**src/rtl/huff_stream_sequencer_if.sv**
```systemverilog
// Handshake and status bundle between the Huffman stream sequencer and its
// word source, decoder and job controller.
`default_nettype none

interface huff_stream_sequencer_if #(
  parameter int WORD_W = 32,
  parameter int CNT_W  = 16
);
  logic                 start;
  logic                 abort;
  logic [CNT_W-1:0]     sym_total;
  logic                 word_valid;
  logic [WORD_W-1:0]    word_data;
  logic [5:0]           word_bits;
  logic                 word_ready;
  logic                 dec_svalid;
  logic [3:0]           dec_bits;
  logic [2:0]           dec_len;
  logic                 dec_aready;
  logic                 dec_tvalid;
  logic signed [3:0]    dec_symbol;
  logic                 sym_valid;
  logic signed [3:0]    sym_data;
  logic [CNT_W-1:0]     sym_count;
  logic                 busy;
  logic                 done;
  logic                 err;

  // master: the sequencer itself
  modport master (
    input  start, abort, sym_total, word_valid, word_data, word_bits,
           dec_aready, dec_tvalid, dec_symbol,
    output word_ready, dec_svalid, dec_bits, dec_len,
           sym_valid, sym_data, sym_count, busy, done, err
  );

  // slave: word source, decoder and job controller around it
  modport slave (
    output start, abort, sym_total, word_valid, word_data, word_bits,
           dec_aready, dec_tvalid, dec_symbol,
    input  word_ready, dec_svalid, dec_bits, dec_len,
           sym_valid, sym_data, sym_count, busy, done, err
  );
endinterface

`default_nettype wire

```
**src/rtl/huff_stream_sequencer.sv**
```systemverilog
// Slices LSB-first code words into 1-4 bit decoder chunks and counts decoded symbols per job.
// Optional idle watchdog: define HUFF_SEQ_TIMEOUT_EN.
`default_nettype none

module huff_stream_sequencer #(
  parameter int WORD_W  = 32,
  parameter int CNT_W   = 16,
  parameter int TIMEOUT = 64
) (
  input  wire logic                   clk,
  input  wire logic                   reset,
  huff_stream_sequencer_if.master     bus
);

  typedef enum logic [1:0] {
    S_IDLE = 2'd0,
    S_LOAD = 2'd1,
    S_SEND = 2'd2,
    S_DONE = 2'd3
  } state_t;

  state_t               state_q, state_d;
  logic [WORD_W-1:0]    shreg_q, shreg_d;
  logic [5:0]           bits_left_q, bits_left_d;
  logic [CNT_W-1:0]     sym_count_q, sym_count_d;
  logic [CNT_W-1:0]     target_q, target_d;
  logic                 sym_valid_q, sym_valid_d;
  logic signed [3:0]    sym_data_q, sym_data_d;

  logic                 w_busy;
  logic                 w_timeout;
  logic [5:0]           w_word_bits;
  logic [2:0]           w_len;
  logic [3:0]           w_mask;

  assign w_busy      = (state_q == S_LOAD) || (state_q == S_SEND);
  assign w_word_bits = (bus.word_bits > 6'(WORD_W)) ? 6'(WORD_W) : bus.word_bits;
  assign w_len       = (bits_left_q > 6'd4) ? 3'd4 : bits_left_q[2:0];
  assign w_mask      = 4'((5'd1 << w_len) - 5'd1);

  always_comb begin
    state_d     = state_q;
    shreg_d     = shreg_q;
    bits_left_d = bits_left_q;
    sym_count_d = sym_count_q;
    target_d    = target_q;
    sym_valid_d = 1'b0;
    sym_data_d  = sym_data_q;

    case (state_q)
      S_IDLE: begin
        if (bus.start) begin
          target_d    = bus.sym_total;
          sym_count_d = '0;
          state_d     = (bus.sym_total == '0) ? S_DONE : S_LOAD;
        end
      end
      S_LOAD: begin
        // Zero-bit words are consumed but leave us waiting for real code bits
        if (bus.word_valid) begin
          shreg_d     = bus.word_data;
          bits_left_d = w_word_bits;
          if (w_word_bits != 6'd0) state_d = S_SEND;
        end
      end
      S_SEND: begin
        if (bus.dec_aready) begin
          shreg_d     = shreg_q >> w_len;
          bits_left_d = bits_left_q - {3'b000, w_len};
          if (bits_left_q == {3'b000, w_len}) state_d = S_LOAD;
        end
      end
      S_DONE:  state_d = S_IDLE;
      default: state_d = S_IDLE;
    endcase

    // The final symbol ends the job even if a chunk moves in the same cycle
    if (w_busy && bus.dec_tvalid) begin
      sym_count_d = sym_count_q + CNT_W'(1);
      sym_valid_d = 1'b1;
      sym_data_d  = bus.dec_symbol;
      if (sym_count_d == target_q) state_d = S_DONE;
    end

    if (w_timeout) state_d = S_DONE;

    if (bus.abort) begin
      state_d     = S_IDLE;
      sym_count_d = sym_count_q;
      target_d    = target_q;
      sym_valid_d = 1'b0;
      sym_data_d  = sym_data_q;
    end
  end

  always_ff @(posedge clk or negedge reset) begin
    if (!reset) begin
      state_q     <= S_IDLE;
      shreg_q     <= '0;
      bits_left_q <= '0;
      sym_count_q <= '0;
      target_q    <= '0;
      sym_valid_q <= 1'b0;
      sym_data_q  <= '0;
    end else begin
      state_q     <= state_d;
      shreg_q     <= shreg_d;
      bits_left_q <= bits_left_d;
      sym_count_q <= sym_count_d;
      target_q    <= target_d;
      sym_valid_q <= sym_valid_d;
      sym_data_q  <= sym_data_d;
    end
  end

`ifdef HUFF_SEQ_TIMEOUT_EN
  localparam int TW = $clog2(TIMEOUT + 1);

  logic [TW-1:0] tmo_q, tmo_d;
  logic          err_q, err_d;

  // Watchdog counts busy cycles since the last decoded symbol
  always_comb begin
    w_timeout = w_busy && !bus.dec_tvalid && (tmo_q == TW'(TIMEOUT - 1));
    tmo_d     = '0;
    if (w_busy && !bus.dec_tvalid && !w_timeout) tmo_d = tmo_q + TW'(1);
    err_d = err_q;
    if (bus.abort)                           err_d = err_q;
    else if (state_q == S_IDLE && bus.start) err_d = 1'b0;
    else if (w_timeout)                      err_d = 1'b1;
  end

  always_ff @(posedge clk or negedge reset) begin
    if (!reset) begin
      tmo_q <= '0;
      err_q <= 1'b0;
    end else begin
      tmo_q <= tmo_d;
      err_q <= err_d;
    end
  end

  assign bus.err = err_q;
`else
  assign w_timeout = 1'b0;
  // TIMEOUT only matters when the watchdog is built in
  assign bus.err   = (TIMEOUT < 0);
`endif

  assign bus.word_ready = (state_q == S_LOAD);
  assign bus.dec_svalid = (state_q == S_SEND);
  assign bus.dec_len    = (state_q == S_SEND) ? w_len : 3'd0;
  assign bus.dec_bits   = (state_q == S_SEND) ? (shreg_q[3:0] & w_mask) : 4'd0;
  assign bus.sym_valid  = sym_valid_q;
  assign bus.sym_data   = sym_data_q;
  assign bus.sym_count  = sym_count_q;
  assign bus.busy       = w_busy;
  assign bus.done       = (state_q == S_DONE);

endmodule

`default_nettype wire

```
**src/flat_wrapper.sv**
```systemverilog
// flat-port wrapper written by rule: the top's interface ports become plain ports
module huff_stream_sequencer_flat 
#(
  parameter int WORD_W  = 32,
  parameter int CNT_W   = 16,
  parameter int TIMEOUT = 64
)
  (clk, reset, bus_start, bus_abort, bus_sym_total, bus_word_valid, bus_word_data, bus_word_bits, bus_dec_aready, bus_dec_tvalid, bus_dec_symbol, bus_word_ready, bus_dec_svalid, bus_dec_bits, bus_dec_len, bus_sym_valid, bus_sym_data, bus_sym_count, bus_busy, bus_done, bus_err);
  huff_stream_sequencer_if #(.WORD_W(WORD_W), .CNT_W(CNT_W)) bus_i ();
  input  wire logic clk;
  input  wire logic reset;
  input wire logic [$bits(bus_i.start)-1:0] bus_start;
  input wire logic [$bits(bus_i.abort)-1:0] bus_abort;
  input wire logic [$bits(bus_i.sym_total)-1:0] bus_sym_total;
  input wire logic [$bits(bus_i.word_valid)-1:0] bus_word_valid;
  input wire logic [$bits(bus_i.word_data)-1:0] bus_word_data;
  input wire logic [$bits(bus_i.word_bits)-1:0] bus_word_bits;
  input wire logic [$bits(bus_i.dec_aready)-1:0] bus_dec_aready;
  input wire logic [$bits(bus_i.dec_tvalid)-1:0] bus_dec_tvalid;
  input wire logic [$bits(bus_i.dec_symbol)-1:0] bus_dec_symbol;
  output wire logic [$bits(bus_i.word_ready)-1:0] bus_word_ready;
  output wire logic [$bits(bus_i.dec_svalid)-1:0] bus_dec_svalid;
  output wire logic [$bits(bus_i.dec_bits)-1:0] bus_dec_bits;
  output wire logic [$bits(bus_i.dec_len)-1:0] bus_dec_len;
  output wire logic [$bits(bus_i.sym_valid)-1:0] bus_sym_valid;
  output wire logic [$bits(bus_i.sym_data)-1:0] bus_sym_data;
  output wire logic [$bits(bus_i.sym_count)-1:0] bus_sym_count;
  output wire logic [$bits(bus_i.busy)-1:0] bus_busy;
  output wire logic [$bits(bus_i.done)-1:0] bus_done;
  output wire logic [$bits(bus_i.err)-1:0] bus_err;
  assign bus_i.start = bus_start;
  assign bus_i.abort = bus_abort;
  assign bus_i.sym_total = bus_sym_total;
  assign bus_i.word_valid = bus_word_valid;
  assign bus_i.word_data = bus_word_data;
  assign bus_i.word_bits = bus_word_bits;
  assign bus_i.dec_aready = bus_dec_aready;
  assign bus_i.dec_tvalid = bus_dec_tvalid;
  assign bus_i.dec_symbol = bus_dec_symbol;
  assign bus_word_ready = bus_i.word_ready;
  assign bus_dec_svalid = bus_i.dec_svalid;
  assign bus_dec_bits = bus_i.dec_bits;
  assign bus_dec_len = bus_i.dec_len;
  assign bus_sym_valid = bus_i.sym_valid;
  assign bus_sym_data = bus_i.sym_data;
  assign bus_sym_count = bus_i.sym_count;
  assign bus_busy = bus_i.busy;
  assign bus_done = bus_i.done;
  assign bus_err = bus_i.err;
  huff_stream_sequencer #(.WORD_W(WORD_W), .CNT_W(CNT_W), .TIMEOUT(TIMEOUT)) u_core (.clk(clk), .reset(reset), .bus(bus_i));
endmodule
```
**config.mk**
```make
export PLATFORM = sky130hd
export DESIGN_NAME = huff_stream_sequencer_flat
export DESIGN_NICKNAME = d
export VERILOG_FILES = /design/src/rtl/huff_stream_sequencer_if.sv /design/src/rtl/huff_stream_sequencer.sv /design/src/flat_wrapper.sv
export SDC_FILE = /design/constraint.sdc
export NUM_CORES = 1
export LEC_CHECK = 0
export ABC_AREA = 1
export BUFFER_PORTS_ARGS = -buffer_cell sky130_fd_sc_hd__buf_2
export CAP_MARGIN = 20
export CORE_ASPECT_RATIO = 1.1
export CORE_UTILIZATION = 50
export CTS_BUF_LIST = sky130_fd_sc_hd__clkbuf_8
export CTS_CLUSTER_DIAMETER = 50
export CTS_CLUSTER_SIZE = 30
export DETAILED_ROUTE_END_ITERATION = 6
export PLACE_DENSITY = 0.79
export SLEW_MARGIN = 20
export SYNTH_ARGS = -nofsm -noshare
export SYNTH_HDL_FRONTEND = slang
export SYNTH_SLANG_ARGS = --single-unit
```
**constraint.sdc**
```tcl
create_clock -name clk -period 3.25 [get_ports clk]
set_clock_uncertainty 0.1 [all_clocks]
set_input_delay 0.1625 -clock clk [delete_from_list [all_inputs] [get_ports clk]]
set_output_delay 0.1625 -clock clk [all_outputs]
set_load 0.02 [all_outputs]
```
==> results.txt, run 1 <==
----------------------------------------------------
[Clocking]
  Number of buffers inserted by post-CTS setup repair ... 0
  Insertion delay to the later sink of the worst-skew pair ... 0.37 ns
  Post_cts resized ... 0
  Number of buffers added by the clock tree synthesis step ... 9
  CTS sink cnt ... between 70 and 80
  Hold_buf cts ... 24
  Buffer type at the clock tree root ... sky130_fd_sc_hd__clkbuf_8
  Clock-pin slew on the worst setup and hold paths ... around 0.09 ns
  TritonCTS clock tree ... done
  Buffers from clock root to sink, at most ... 2
  Number of levels the H-tree was split into ... 3

[Critical path]
  Critical R2R Capture ... u_core.shreg_q[7]
  Endpoint kind of the worst setup timing path ... output pin
  Crit Path Max Fanout ... 18
  Data required, critical path ... approximately 3.0 ns
  Worst path cell trace ... inv_1 -> ha_1 -> buf_4 -> inv_1 -> nor2_2 -> buf_4 -> inv_1 -> nor2_1 -> buf_2
  Maximum single-stage delay on the critical path ... around 0.43 ns
  Data arrival time of the worst path ... between 2 and 3 ns
  Worst r2r path cells ... 8
  Start of the worst register-to-register path ... u_core.state_q[0]
  Critical-path cell with the highest stage delay ... sky130_fd_sc_hd__nor2_2
  Reg2reg setup slack ... 0.75 ns
  Setup crit start kind ... flip-flop
  Critical path launch point ... u_core.state_q[0]
  Crit-path most repeated cell ... sky130_fd_sc_hd__inv_1
  Critical setup path kind ... reg2out

[Outcome]
  Status ... finished, final reports clean

[Global routing]
  Vias in the first global route ... ~5,100
  Overflow left after global routing ... 0
  Global-route wire length before repair ... 23,300 microns
  Overall routing resource usage ... 0.273
  Maximum number of pins on one net before global-route repair ... 37
  Initial antenna violation count ... 0

[Synthesis]
  Most used DFF post-synth ... sky130_fd_sc_hd__dfrtp_1
  Share of the yosys chip area belonging to registers ... 0.365
  Number of warnings reported in the yosys synthesis log ... 0
  Cell Area, Synth ... between 0.005 and 0.006 sq mm
  Nets in the synthesized netlist ... between 800 and 900
  Mapped Cells ... 753
  Library cells used by synthesis ... 46
  Avg Synthesized Cell Area ... ~7 sq um
  Ys async rst share ... 1.00
  Total of flip-flops plus latches after synthesis ... between 70 and 80
  Number of flops mapped to enable cells by yosys ... 0

[Worst hold path]
  Destination of the worst hold path ... u_core.shreg_q[29]
  Path category of the worst min-delay check ... in2reg
  Hold-critical path depth ... 3
  Min-delay src ... bus_word_data[29]

[Power]
  Logic gate share of total power ... 0.526
  Clock Power Share ... 0.153
  Overall power ... approximately 5.1 mW
  Internal power consumption ... approximately 2.7 mW
  Cell Pwr Density ... 802 mW/mm^2
  Part of the total power dissipated in sequential elements ... 0.322
  Leakage ... approximately 3.1 nW
  Sw Ratio ... 0.469
  Switching pwr ... around 2.4 mW
  Maximum resistive drop on vdd ... 0.608 mV

[Placed design]
  Half-perimeter wire length after detailed placement ... between 10,000 and 15,000 microns
  Input/output buffers ... 96
  Placed cell count ... between 900 and 1,000
  Setup slack at placement ... between 0.8 and 0.9 ns
  RD Place Congestion ... just under 0.9

[Floorplanning]
  Die Outline Area ... 0.0110 sq mm
  Area of the core ... 0.0101 sq mm
  DIE WIDTH ... ~100 microns
  Number of rows created at floorplan ... 38
  Height of the chip ... approximately 110 microns
  Initial Utilization ... 0.524
  Boundary pin count ... 98

[STA]
  Total of endpoints with negative setup slack in the final report ... 0
  Highest clock rate ... approximately 350 MHz
  Hold violation total from the final report ... 0
  Slew at the pin closest to its max-slew limit ... between 0.8 and 0.9 ns
  Share of the cycle needed by the critical path after routing ... 0.886
  Worst setup margin ... 0.370 ns
  Post-layout minimum cycle time ... roughly 2.9 ns
  Max-slew violation total from the final report ... 0
  Unrepaired setup endpoints after global routing ... false
  Post-Route Setup TNS ... 0 ns
  Rel. slew slack ... 0.417

[Finish]
  Non-filler instance count after layout ... around 1,000
  Most frequent cells in the layout ... sky130_fd_sc_hd__nand2_1, sky130_fd_sc_hd__nand3_1, sky130_fd_sc_hd__buf_2, sky130_fd_sc_hd__inv_1, sky130_fd_sc_hd__dfrtp_1
  Fill cells ... around 950
  Ant diodes ... 0
  Layout Area Growth over Synthesis ... 19.5%
  Ratio of cells with drive above 1 in the final layout ... 0.194
  Commonest non-fill, non-tap cell in the layout ... sky130_fd_sc_hd__nand2_1
  Net total in the final layout ... roughly 940
  Post-layout util ... 0.626

[Routing]
  Count of vias placed by the detailed router ... between 5,000 and 6,000
  Starting DRC count in detailed routing ... approximately 290
  Final wirelength ... between 10,000 and 15,000 microns
  Detailed-route DRC error count ... 0
  Avg Vias per Cell ... 5.44
  Number of routed nets with antenna violations ... 0
  Detailed-route wire length per cell ... approximately 14 microns
  Number of iterations in the first detailed-routing pass ... 7

[Run]
  Count of maximum capacitance violations ... 0

----------------------------------------------------
-- metrics by stage --
stage,hold WS [ns],cell area (sq um)
global route,0.0324,6310
finish,0.0230,6310
floorplan,-0.233,5280
CTS,0.00477,6310
detailed placement,0.0515,5870
global placement,0.0424,5870
-- synth_stat cells, types with 2 or more instances --
| library cell | instances | area [sq um] |
|---|---|---|
| sky130_fd_sc_hd__conb_1 | 2 | 7.51 |
| sky130_fd_sc_hd__or2_0 | 2 | 12.5 |
| sky130_fd_sc_hd__nand3_1 | 102 | 510 |
| sky130_fd_sc_hd__nor2_2 | 6 | 37.5 |
| sky130_fd_sc_hd__nor3_1 | 6 | 30.0 |
| sky130_fd_sc_hd__nor2_8 | 2 | 40.0 |
| sky130_fd_sc_hd__o22ai_1 | 13 | 81.3 |
| sky130_fd_sc_hd__buf_2 | 8 | 40.0 |
| sky130_fd_sc_hd__nand2_2 | 5 | 31.3 |
| sky130_fd_sc_hd__nand4_1 | 11 | 68.8 |
| sky130_fd_sc_hd__a21oi_1 | 47 | 235 |
| sky130_fd_sc_hd__xor2_1 | 4 | 35.0 |
| sky130_fd_sc_hd__o21ai_0 | 49 | 245 |
| sky130_fd_sc_hd__ha_1 | 7 | 87.6 |
| sky130_fd_sc_hd__a22oi_1 | 6 | 45.0 |
| sky130_fd_sc_hd__inv_2 | 4 | 15.0 |
| sky130_fd_sc_hd__o21ai_2 | 2 | 17.5 |
| sky130_fd_sc_hd__o21ai_1 | 16 | 80.1 |
| sky130_fd_sc_hd__nand2_1 | 179 | 672 |
| sky130_fd_sc_hd__nor2_1 | 43 | 161 |
| sky130_fd_sc_hd__mux2_2 | 3 | 33.8 |
| sky130_fd_sc_hd__buf_4 | 2 | 15.0 |
| sky130_fd_sc_hd__nand3_2 | 3 | 30.0 |
| sky130_fd_sc_hd__a2bb2oi_1 | 2 | 17.5 |
| sky130_fd_sc_hd__or2_2 | 10 | 62.6 |
| sky130_fd_sc_hd__a22o_1 | 2 | 17.5 |
| sky130_fd_sc_hd__nor4_1 | 2 | 12.5 |
| sky130_fd_sc_hd__nor2_4 | 6 | 67.6 |
| sky130_fd_sc_hd__nand2_4 | 3 | 33.8 |
| sky130_fd_sc_hd__or2_1 | 3 | 18.8 |
| sky130_fd_sc_hd__dfrtp_1 | 77 | 1930 |
| sky130_fd_sc_hd__buf_6 | 4 | 45.0 |
| sky130_fd_sc_hd__mux2i_1 | 7 | 70.1 |
| sky130_fd_sc_hd__inv_1 | 87 | 327 |
| sky130_fd_sc_hd__clkbuf_1 | 17 | 63.8 |
-- final cells by class --
type / count / area (sq um) / area share
clock buffer: 10 / 138 / 0.0218
clock inverter: 6 / 68.8 / 0.0109
inverter: 91 / 342 / 0.0541
multi-input combinational: 553 / 2850 / 0.451
sequential: 77 / 1930 / 0.305
tap: 140 / 175 / 0.0278
timing repair buffer: 132 / 813 / 0.129
-- kinds of logic (layout without fill, tap and decap cells) --
kind of cell               after synthesis  in the layout  share of synthesized area
and+or+nand+nor                        383            383                      0.339
DFF                                     77             77                      0.365
muxes                                   10             10                     0.0197
other                                    2              2                    0.00142
buffers and inverters                  123            239                     0.0964
adders and majority gates                7              7                     0.0166
AOI/OAI and AO/OA                      146            146                      0.154
xor gates and xnor gates                 5              5                    0.00829
-- power by group through the flow --
stage	registers (mW)	logic, mW	clock network [mW]
3_5_place_dp	1.63	2.61	0
2_1_floorplan	1.61	1.98	0
3_3_place_gp	1.63	2.54	0
5_1_grt	1.67	3.02	0.826
4_1_cts	1.62	2.63	0.795
6_report	1.63	2.66	0.772
-- flip-flops by register name (all words and copies together) (netlist names) --
| name | count |
|---|---|
| u_core.bits_left_q | 6 |
| u_core.state_q | 2 |
| u_core.bus.sym_count | 16 |
| u_core.target_q | 16 |
| u_core.bus.sym_valid | 1 |
| u_core.bus.sym_data | 4 |
| u_core.shreg_q | 32 |
-- metal layers --
metal,global-route usage,up-vias,share of wire
met3,0.0629,32,0.081
met4,0.109,0,0.022
met2,0.466,231,0.48
li1,-,2719,-
met5,0,-,0
met1,0.336,2509,0.42
-- worst max-delay path: cells and delay by family (launching register included) --
kind | cells | cell delay [ns]
adders and majority gates | 1 | 0.17
and+or+nand+nor | 2 | 0.57
buffers and inverters | 6 | 1.09
DFF | 1 | 0.42
-- worst max path at each step --
stage / to / slack (ns)
final: bus_dec_len[0] / 0.37
after global routing: bus_dec_len[0] / 0.25
after CTS: bus_dec_len[0] / 0.40
after detailed placement: u_core.shreg_q[28] / 0.81
after global placement: u_core.shreg_q[16] / 0.90
after floorplan: bus_dec_bits[2] / 1.14
(Power assumes the default switching activity.)
==> run 2: changes to the inputs <==
- REMOVE_ABC_BUFFERS: unset -> 1
==> run 2 against run 1 <==
Flip-flop and latch count unchanged. Wire length decreased by 2.5%. Design area shrank 1.2%. Combinational power barely moved. Non-clock buffer count is 9 lower. Clock power rose by 4.8%. Critical path type unchanged.
==> results.txt, run 2 (same netlist as run 1, synthesis figures left out) <==
----------------------------------------------------
[Outcome]
  Status ... finished, final reports clean (unchanged)

[Routing]
  Number of iterations in the first detailed-routing pass ... 5 (was 7)
  Count of vias placed by the detailed router ... 5,369 (was 5,491)
  Detailed-route wire length per cell ... 13.9 microns (was 14.2 microns)
  Number of routed nets with antenna violations ... 0 (unchanged)
  Starting DRC count in detailed routing ... 319 (was 292)
  Final wirelength ... 13,900 microns (was 14,300 microns)
  Detailed-route DRC error count ... 0 (unchanged)
  Avg Vias per Cell ... 5.37 (was 5.44)

[Floorplanning]
  Height of the chip ... 110 microns (unchanged)
  Number of rows created at floorplan ... 38 (unchanged)
  Die Outline Area ... 0.0110 sq mm (unchanged)
  Boundary pin count ... 98 (unchanged)
  Initial Utilization ... 0.524 (unchanged)
  DIE WIDTH ... 100 microns (unchanged)
  Area of the core ... 0.0101 sq mm (unchanged)

[Placed design]
  Half-perimeter wire length after detailed placement ... 9750 microns (was 10,200 microns)
  RD Place Congestion ... 0.906 (was 0.872)
  Setup slack at placement ... 0.871 ns (was 0.807 ns)
  Input/output buffers ... 96 (unchanged)

[Critical path]
  Data required, critical path ... 2.99 ns (about the same)
  Critical-path cell with the highest stage delay ... sky130_fd_sc_hd__dfrtp_1 (was sky130_fd_sc_hd__nor2_2)
  Critical path launch point ... u_core.state_q[0] (unchanged)
  Crit Path Max Fanout ... 28 (was 18)
  Buf/Inv on CP ... 6 (unchanged)
  Setup crit start kind ... flip-flop (unchanged)
  Crit path max-delay family ... buffers and inverters (unchanged)
  Maximum single-stage delay on the critical path ... 0.42 ns (was 0.43 ns)
  Start of the worst register-to-register path ... u_core.state_q[1] (was u_core.state_q[0])
  Critical setup path kind ... reg2out (unchanged)
  Data arrival time of the worst path ... 2.46 ns (was 2.62 ns)
  Crit-path most repeated cell ... sky130_fd_sc_hd__inv_1 (unchanged)
  Endpoint kind of the worst setup timing path ... output pin (unchanged)
  Worst path cell trace ... inv_1 -> ha_1 -> inv_1 -> buf_4 -> nor2_2 -> buf_4 -> inv_1 -> nor2_1 -> buf_2 (was inv_1 -> ha_1 -> buf_4 -> inv_1 -> nor2_2 -> buf_4 -> inv_1 -> nor2_1 -> buf_2)

[Clocking]
  TritonCTS clock tree ... done (unchanged)
  CTS sink cnt ... 77 (unchanged)
  Number of buffers added by the clock tree synthesis step ... 9 (unchanged)
  Number of levels the H-tree was split into ... 3 (unchanged)
  Insertion delay to the later sink of the worst-skew pair ... 0.35 ns (was 0.37 ns)
  Buffers from clock root to sink, at most ... 2 (unchanged)
  Buffer type at the clock tree root ... sky130_fd_sc_hd__clkbuf_8 (unchanged)
  Post_cts resized ... 0 (unchanged)
  Clock-pin slew on the worst setup and hold paths ... 0.08 ns (was 0.09 ns)

[Finish]
  Flip-flop count of the largest register after layout ... 32 (unchanged)
  Register with the most flip-flops ... u_core.shreg_q (unchanged)
  Layout Area Growth over Synthesis ... 18.1% (was 19.5%)
  Ant diodes ... 0 (unchanged)
  Fill cells ... 944 (was 949)
  Most frequent cells in the layout ... sky130_fd_sc_hd__nand2_1, sky130_fd_sc_hd__nand3_1, sky130_fd_sc_hd__buf_2, sky130_fd_sc_hd__inv_1, sky130_fd_sc_hd__dfrtp_1 (unchanged)
  Net total in the final layout ... 927 (was 936)
  Area taken by flip-flops and latches ... 0.00193 sq mm (unchanged)
  Commonest non-fill, non-tap cell in the layout ... sky130_fd_sc_hd__nand2_1 (unchanged)
  Ratio of cells with drive above 1 in the final layout ... 0.194 (about the same)
  Total area of multi-input combinational cells ... 0.00285 sq mm (unchanged)

[STA]
  Max-slew violation total from the final report ... 0 (unchanged)
  Total of endpoints with negative setup slack in the final report ... 0 (unchanged)
  Hold violation total from the final report ... 0 (unchanged)
  Highest clock rate ... 367 MHz (was 347 MHz)
  Post-layout minimum cycle time ... 2.73 ns (was 2.88 ns)
  Unrepaired setup endpoints after global routing ... false (unchanged)
  Post-Route Setup TNS ... 0 ns (unchanged)
  Rel. slew slack ... 0.518 (was 0.417)
  Share of the cycle needed by the critical path after routing ... 0.839 (was 0.886)
  Slew at the pin closest to its max-slew limit ... 0.722 ns (was 0.873 ns)
  Worst setup margin ... 0.524 ns (was 0.370 ns)
  Post-Route Hold Slack ... 0.00667 ns (was 0.0230 ns)

[Power]
  Sw Ratio ... 0.458 (was 0.469)
  Maximum resistive drop on vdd ... 0.443 mV (was 0.608 mV)
  Clock Power Share ... 0.159 (was 0.153)
  Part of the total power dissipated in sequential elements ... 0.319 (was 0.322)
  Logic gate share of total power ... 0.522 (was 0.526)
  Leakage ... 3.03 nW (was 3.05 nW)
  Switching pwr ... 2.33 mW (was 2.37 mW)
  Internal power consumption ... 2.75 mW (was 2.69 mW)
  Cell Pwr Density ... 815 mW/mm^2 (was 802 mW/mm^2)

[Global routing]
  Initial antenna violation count ... 0 (unchanged)
  Overall routing resource usage ... 0.264 (was 0.273)
  Global-route wire length before repair ... 23,000 microns (was 23,300 microns)
  Overflow left after global routing ... 0 (unchanged)
  Vias in the first global route ... 5,197 (was 5,106)
  Maximum number of pins on one net before global-route repair ... 78 (was 37)

[Run]
  Count of maximum capacitance violations ... 0 (unchanged)

[Worst hold path]
  Path category of the worst min-delay check ... in2reg (unchanged)
  Min-delay src ... bus_sym_total[4] (was bus_word_data[29])

----------------------------------------------------
-- run 2: worst register-to-register path, delay by kind of cell (launching register included) --
| kind | cells | cell delay, ns |
|---|---|---|
| compound gates | 5 | 1.13 |
| fa+ha+maj | 1 | 0.32 |
| buf+inv | 2 | 0.34 |
| flops | 1 | 0.42 |
-- run 2: what timing repair did --
action                                 CTS  global route
setup buffers                            0             0
hold buffers                            16             0
endpoints found under the hold margin   93             0
-- run 2: area by class of cell --
type / count / area share
sequential: 77 / 0.309
inverter: 91 / 0.0548
clock buffer: 9 / 0.0199
tap: 140 / 0.0281
clock inverter: 7 / 0.0146
multi-input combinational: 553 / 0.457
timing repair buffer: 123 / 0.117
-- run 2: path summary, 6_finish.rpt --
kind	to	slack (ns)	cells past startpoint
worst max-delay path	bus_dec_bits[3]	0.52	9
worst min-delay path	u_core.target_q[4]	0.007	3
worst max register to register	u_core.shreg_q[1]	0.83	8
worst min register to register	u_core.bus.sym_data[3]	0.38	2
max in group asynchronous	u_core.shreg_q[8]	2.24	2
min in group asynchronous	u_core.bus.sym_data[0]	0.30	2
-- run 2: metal layers --
layer	up-vias	wire, microns	GRT usage	share of wire
met1	2451	5900	0.320	0.42
li1	2697	-	-	-
met2	188	7030	0.478	0.50
met3	33	734	0.0292	0.053
met4	0	272	0.113	0.020
met5	-	0	0	0
-- run 2: through the flow --
step | util | total power [mW] | instances | area (sq um)
3_3_place_gp | 0.581 | 4.19 | 968 | 5860
4_1_cts | 0.618 | 5.08 | 1000 | 6230
2_1_floorplan | - | 3.50 | 721 | 5110
6_report | 0.619 | 5.08 | 1000 | 6240
5_1_grt | 0.619 | 5.52 | 1000 | 6240
3_5_place_dp | 0.581 | 4.25 | 968 | 5860
-- run 2: power groups by stage --
stage | Clock (mW) | Sequential [mW] | Combinational (mW)
after floorplan | 0 | 1.61 | 1.90
after global routing | 0.848 | 1.67 | 3.00
after global placement | 0 | 1.62 | 2.57
after detailed placement | 0 | 1.63 | 2.62
final | 0.809 | 1.62 | 2.65
after CTS | 0.818 | 1.62 | 2.64
==> run 3: changes to the inputs <==
- ABC_AREA: 1 -> 0
- PLACE_DENSITY: 0.79 -> 0.82
- clock period: 3.25 -> 2.5 ns (I/O delays scaled with it)
==> run 3 against run 2 <==
The run now ends with negative hold slack left. Final cell count down 13%. Design area up 8.6%. Critical path depth down 2. Largest cell class unchanged.
==> results.txt, run 3 <==
----------------------------------------------------
[Routing]
  Number of iterations in the first detailed-routing pass ... 5 (unchanged)
  Starting DRC count in detailed routing ... 323 (was 319)
  Detailed-route wire length per cell ... 17.2 microns (was 13.9 microns)
  Count of vias placed by the detailed router ... 5,293 (was 5,369)
  Number of routed nets with antenna violations ... 0 (unchanged)
  Final wirelength ... 15,100 microns (was 13,900 microns)
  Avg Vias per Cell ... 6.05 (was 5.37)
  Detailed-route DRC error count ... 0 (unchanged)

[Power]
  Cell Pwr Density ... 915 mW/mm^2 (was 815 mW/mm^2)
  Leakage ... 3.00 nW (was 3.03 nW)
  Overall power ... 6.20 mW (was 5.08 mW)
  Maximum resistive drop on vdd ... 0.587 mV (was 0.443 mV)

[Clocking]
  Insertion delay to the later sink of the worst-skew pair ... 0.36 ns (was 0.35 ns)
  Number of buffers added by the clock tree synthesis step ... 9 (unchanged)
  Clock-pin slew on the worst setup and hold paths ... 0.08 ns (about the same)
  CTS sink cnt ... 77 (unchanged)
  Buffers from clock root to sink, at most ... 2 (unchanged)
  Buffer type at the clock tree root ... sky130_fd_sc_hd__clkbuf_8 (unchanged)
  Number of levels the H-tree was split into ... 3 (unchanged)
  TritonCTS clock tree ... done (unchanged)

[Worst hold path]
  Min-delay src ... bus_word_data[24] (was bus_sym_total[4])
  Path category of the worst min-delay check ... in2reg (unchanged)

[Global routing]
  Global-route wire length before repair ... 24,200 microns (was 23,000 microns)
  Overall routing resource usage ... 0.279 (was 0.264)
  Maximum number of pins on one net before global-route repair ... 62 (was 78)
  Vias in the first global route ... 5,063 (was 5,197)
  Overflow left after global routing ... 0 (unchanged)
  Initial antenna violation count ... 0 (unchanged)

[Synthesis]
  Most used DFF post-synth ... sky130_fd_sc_hd__dfrtp_1 (unchanged)
  Number of flops mapped to enable cells by yosys ... 0 (unchanged)
  Share of the yosys chip area belonging to registers ... 0.367 (was 0.365)
  Avg Synthesized Cell Area ... 8.83 sq um (was 7.01 sq um)
  Total of flip-flops plus latches after synthesis ... 77 (unchanged)
  Ys async rst share ... 1.00 (unchanged)
  Cell taking the most area after synthesis ... sky130_fd_sc_hd__dfrtp_1 (unchanged)
  Largest cells by area after synthesis ... sky130_fd_sc_hd__dfrtp_1, sky130_fd_sc_hd__mux4_2, sky130_fd_sc_hd__nand2_1 (was sky130_fd_sc_hd__dfrtp_1, sky130_fd_sc_hd__nand2_1, sky130_fd_sc_hd__nand3_1)
  Library cells used by synthesis ... 58 (was 46)
  Number of warnings reported in the yosys synthesis log ... 0 (unchanged)
  Mapped Cells ... 594 (was 753)
  Cell Area, Synth ... 0.00525 sq mm (was 0.00528 sq mm)
  Area fraction of the dominant cell type after synthesis ... 0.367 (was 0.365)
  Commonest cells in the synthesized netlist ... sky130_fd_sc_hd__nand2_1, sky130_fd_sc_hd__dfrtp_1, sky130_fd_sc_hd__o21ai_0, sky130_fd_sc_hd__nor2_1, sky130_fd_sc_hd__a21oi_1 (was sky130_fd_sc_hd__nand2_1, sky130_fd_sc_hd__nand3_1, sky130_fd_sc_hd__inv_1, sky130_fd_sc_hd__dfrtp_1, sky130_fd_sc_hd__o21ai_0)
  Most frequent cell after synthesis ... sky130_fd_sc_hd__nand2_1 (unchanged)

[STA]
  Post-layout minimum cycle time ... approximately 2.4 ns
  Post-Route Setup TNS ... 0 ns (unchanged)
  Hold violation total from the final report ... 1 (was 0)
  Rel. slew slack ... 0.596 (was 0.518)
  Post-Route Hold Slack ... -0.00600 ns (was 0.00667 ns)
  Slew at the pin closest to its max-slew limit ... 0.607 ns (was 0.722 ns)
  Worst setup margin ... 0.0667 ns (was 0.524 ns)
  Share of the cycle needed by the critical path after routing ... 0.973
  Total of endpoints with negative setup slack in the final report ... 0 (unchanged)
  Max-slew violation total from the final report ... 0 (unchanged)
  Highest clock rate ... about 410 MHz

[Finish]
  Net total in the final layout ... 802 (was 927)
  Ratio of cells with drive above 1 in the final layout ... 0.282 (was 0.194)
  Register with the most flip-flops ... u_core.shreg_q (unchanged)
  Ant diodes ... 0 (unchanged)
  Flip-flop count of the largest register after layout ... 32 (unchanged)
  Layout Area Growth over Synthesis ... 29.2% (was 18.1%)
  Final Cell Area ... 0.00678 sq mm (was 0.00624 sq mm)
  Most frequent cells in the layout ... sky130_fd_sc_hd__nand2_1, sky130_fd_sc_hd__buf_2, sky130_fd_sc_hd__dfrtp_1, sky130_fd_sc_hd__dlygate4sd3_1, sky130_fd_sc_hd__o21ai_0 (was sky130_fd_sc_hd__nand2_1, sky130_fd_sc_hd__nand3_1, sky130_fd_sc_hd__buf_2, sky130_fd_sc_hd__inv_1, sky130_fd_sc_hd__dfrtp_1)
  Commonest non-fill, non-tap cell in the layout ... sky130_fd_sc_hd__nand2_1 (unchanged)

[Placed design]
  Half-perimeter wire length after detailed placement ... 9480 microns (was 9750 microns)
  Area after DPL ... 0.00586 sq mm (about the same)
  Input/output buffers ... 96 (unchanged)
  RD Place Congestion ... 0.918 (was 0.906)
  Setup slack at placement ... 0.108 ns (was 0.871 ns)

[Critical path]
  Worst r2r path cells ... 7 (was 8)
  Critical setup path kind ... reg2out (unchanged)
  Data arrival time of the worst path ... 2.21 ns (was 2.46 ns)
  Start of the worst register-to-register path ... u_core.bus.sym_count[1] (was u_core.state_q[1])
  Critical path launch point ... u_core.bits_left_q[4] (was u_core.state_q[0])
  Reg2reg setup slack ... 0.10 ns (was 0.83 ns)
  Endpoint kind of the worst setup timing path ... output pin (unchanged)
  Data required, critical path ... 2.28 ns (was 2.99 ns)
  Setup crit start kind ... flip-flop (unchanged)
  End point of the critical path ... bus_dec_bits[2] (was bus_dec_bits[3])
  Critical R2R Capture ... u_core.state_q[1] (was u_core.shreg_q[1])
  Crit Path Max Fanout ... 6 (was 28)

[Outcome]
  Violated checks ... negative hold slack
  Status ... finished, violations left (was finished, final reports clean)

[Floorplanning]
  Number of rows created at floorplan ... 38 (unchanged)
  Height of the chip ... 109 microns (was 110 microns)
  Initial Utilization ... 0.523 (was 0.524)
  Die Outline Area ... 0.0109 sq mm (was 0.0110 sq mm)
  DIE WIDTH ... 99.7 microns (was 100 microns)
  Boundary pin count ... 98 (unchanged)
  Area of the core ... 0.0100 sq mm (was 0.0101 sq mm)

[Run]
  Count of maximum capacitance violations ... 0 (unchanged)

----------------------------------------------------
run 3: changes by cell type after synthesis, moves of 12 or more:
cell and change:
sky130_fd_sc_hd__mux4_2 +24, sky130_fd_sc_hd__xnor2_1 +12, sky130_fd_sc_hd__nand3_1 -87, sky130_fd_sc_hd__o31ai_1 +27, sky130_fd_sc_hd__nand2_1 -63, sky130_fd_sc_hd__mux2_2 +16
sky130_fd_sc_hd__clkbuf_1 +19, sky130_fd_sc_hd__o21ai_1 -14, sky130_fd_sc_hd__inv_1 -79
run 3: per-layer routing:
layer	track usage	up-vias	part of all wire
li1	-	2405	-
met1	0.342	2519	0.38
met2	0.491	315	0.51
met3	0.0432	54	0.081
met4	0.122	0	0.030
met5	0	-	0
run 3: critical path: stages, from the launching register on:
cell and delay, ns:
sky130_fd_sc_hd__dfrtp_2 0.49, sky130_fd_sc_hd__nor3_4 0.25, sky130_fd_sc_hd__nand2b_4 0.09, sky130_fd_sc_hd__or3_4 0.35, sky130_fd_sc_hd__ha_2 0.19, sky130_fd_sc_hd__xor2_1 0.17, sky130_fd_sc_hd__and3_1 0.19, sky130_fd_sc_hd__buf_6 0.12
run 3: power by group:
group          internal (mW)  switching [mW]
registers               1.66           0.575
clock network          0.619           0.484
logic                   1.46            1.41
total                   3.73            2.47
run 3: worst min path at each step:
stage / to / slack [ns] / depth (start not counted)
after CTS: u_core.bus.sym_count[2] / 0.0007 / 3
final: u_core.shreg_q[24] / -0.006 / 3
after global routing: u_core.shreg_q[22] / 0.02 / 3
after detailed placement: u_core.bus.sym_data[0] / 0.02 / 1
after global placement: u_core.bus.sym_data[1] / 0.02 / 1
after floorplan: u_core.bits_left_q[0] / -0.27 / 0
run 3: logic make-up after synthesis:
| family | after synthesis | synth area share |
|---|---|---|
| simple gates | 235 | 0.205 |
| compound gates | 141 | 0.166 |
| flops | 77 | 0.367 |
| buf+inv | 60 | 0.0498 |
| mux | 49 | 0.155 |
| xor+xnor | 23 | 0.0384 |
| fa+ha+maj | 7 | 0.0167 |
| other cells | 2 | 0.00143 |
run 3: cell type report:
class                           instances  area (sq um)
Tap cell                              140           175
Timing Repair Buffer                  176          1270
Fill cell                             758          3260
Sequential cell                        77          1930
Clock inverter                          5          82.6
Inverter                                9          37.5
Clock buffer                           11           151
Multi-Input combinational cell        457          3130
run 3: per-stage QoR:
step	cells	util
after global routing	875	0.675
after global placement	794	0.584
after detailed placement	794	0.584
final	875	0.675
after floorplan	543	-
after CTS	864	0.662
run 3: timing repair:
| action | in CTS | in global routing |
|---|---|---|
| pin swaps | 0 | 3 |
| hold endpoints to repair | 76 | 0 |
| setup buffers | 0 | 11 |
| endpoints found under the setup margin | 1 | 4 |
| hold buffers | 54 | 0 |
| gates resized for setup | 3 | 13 |
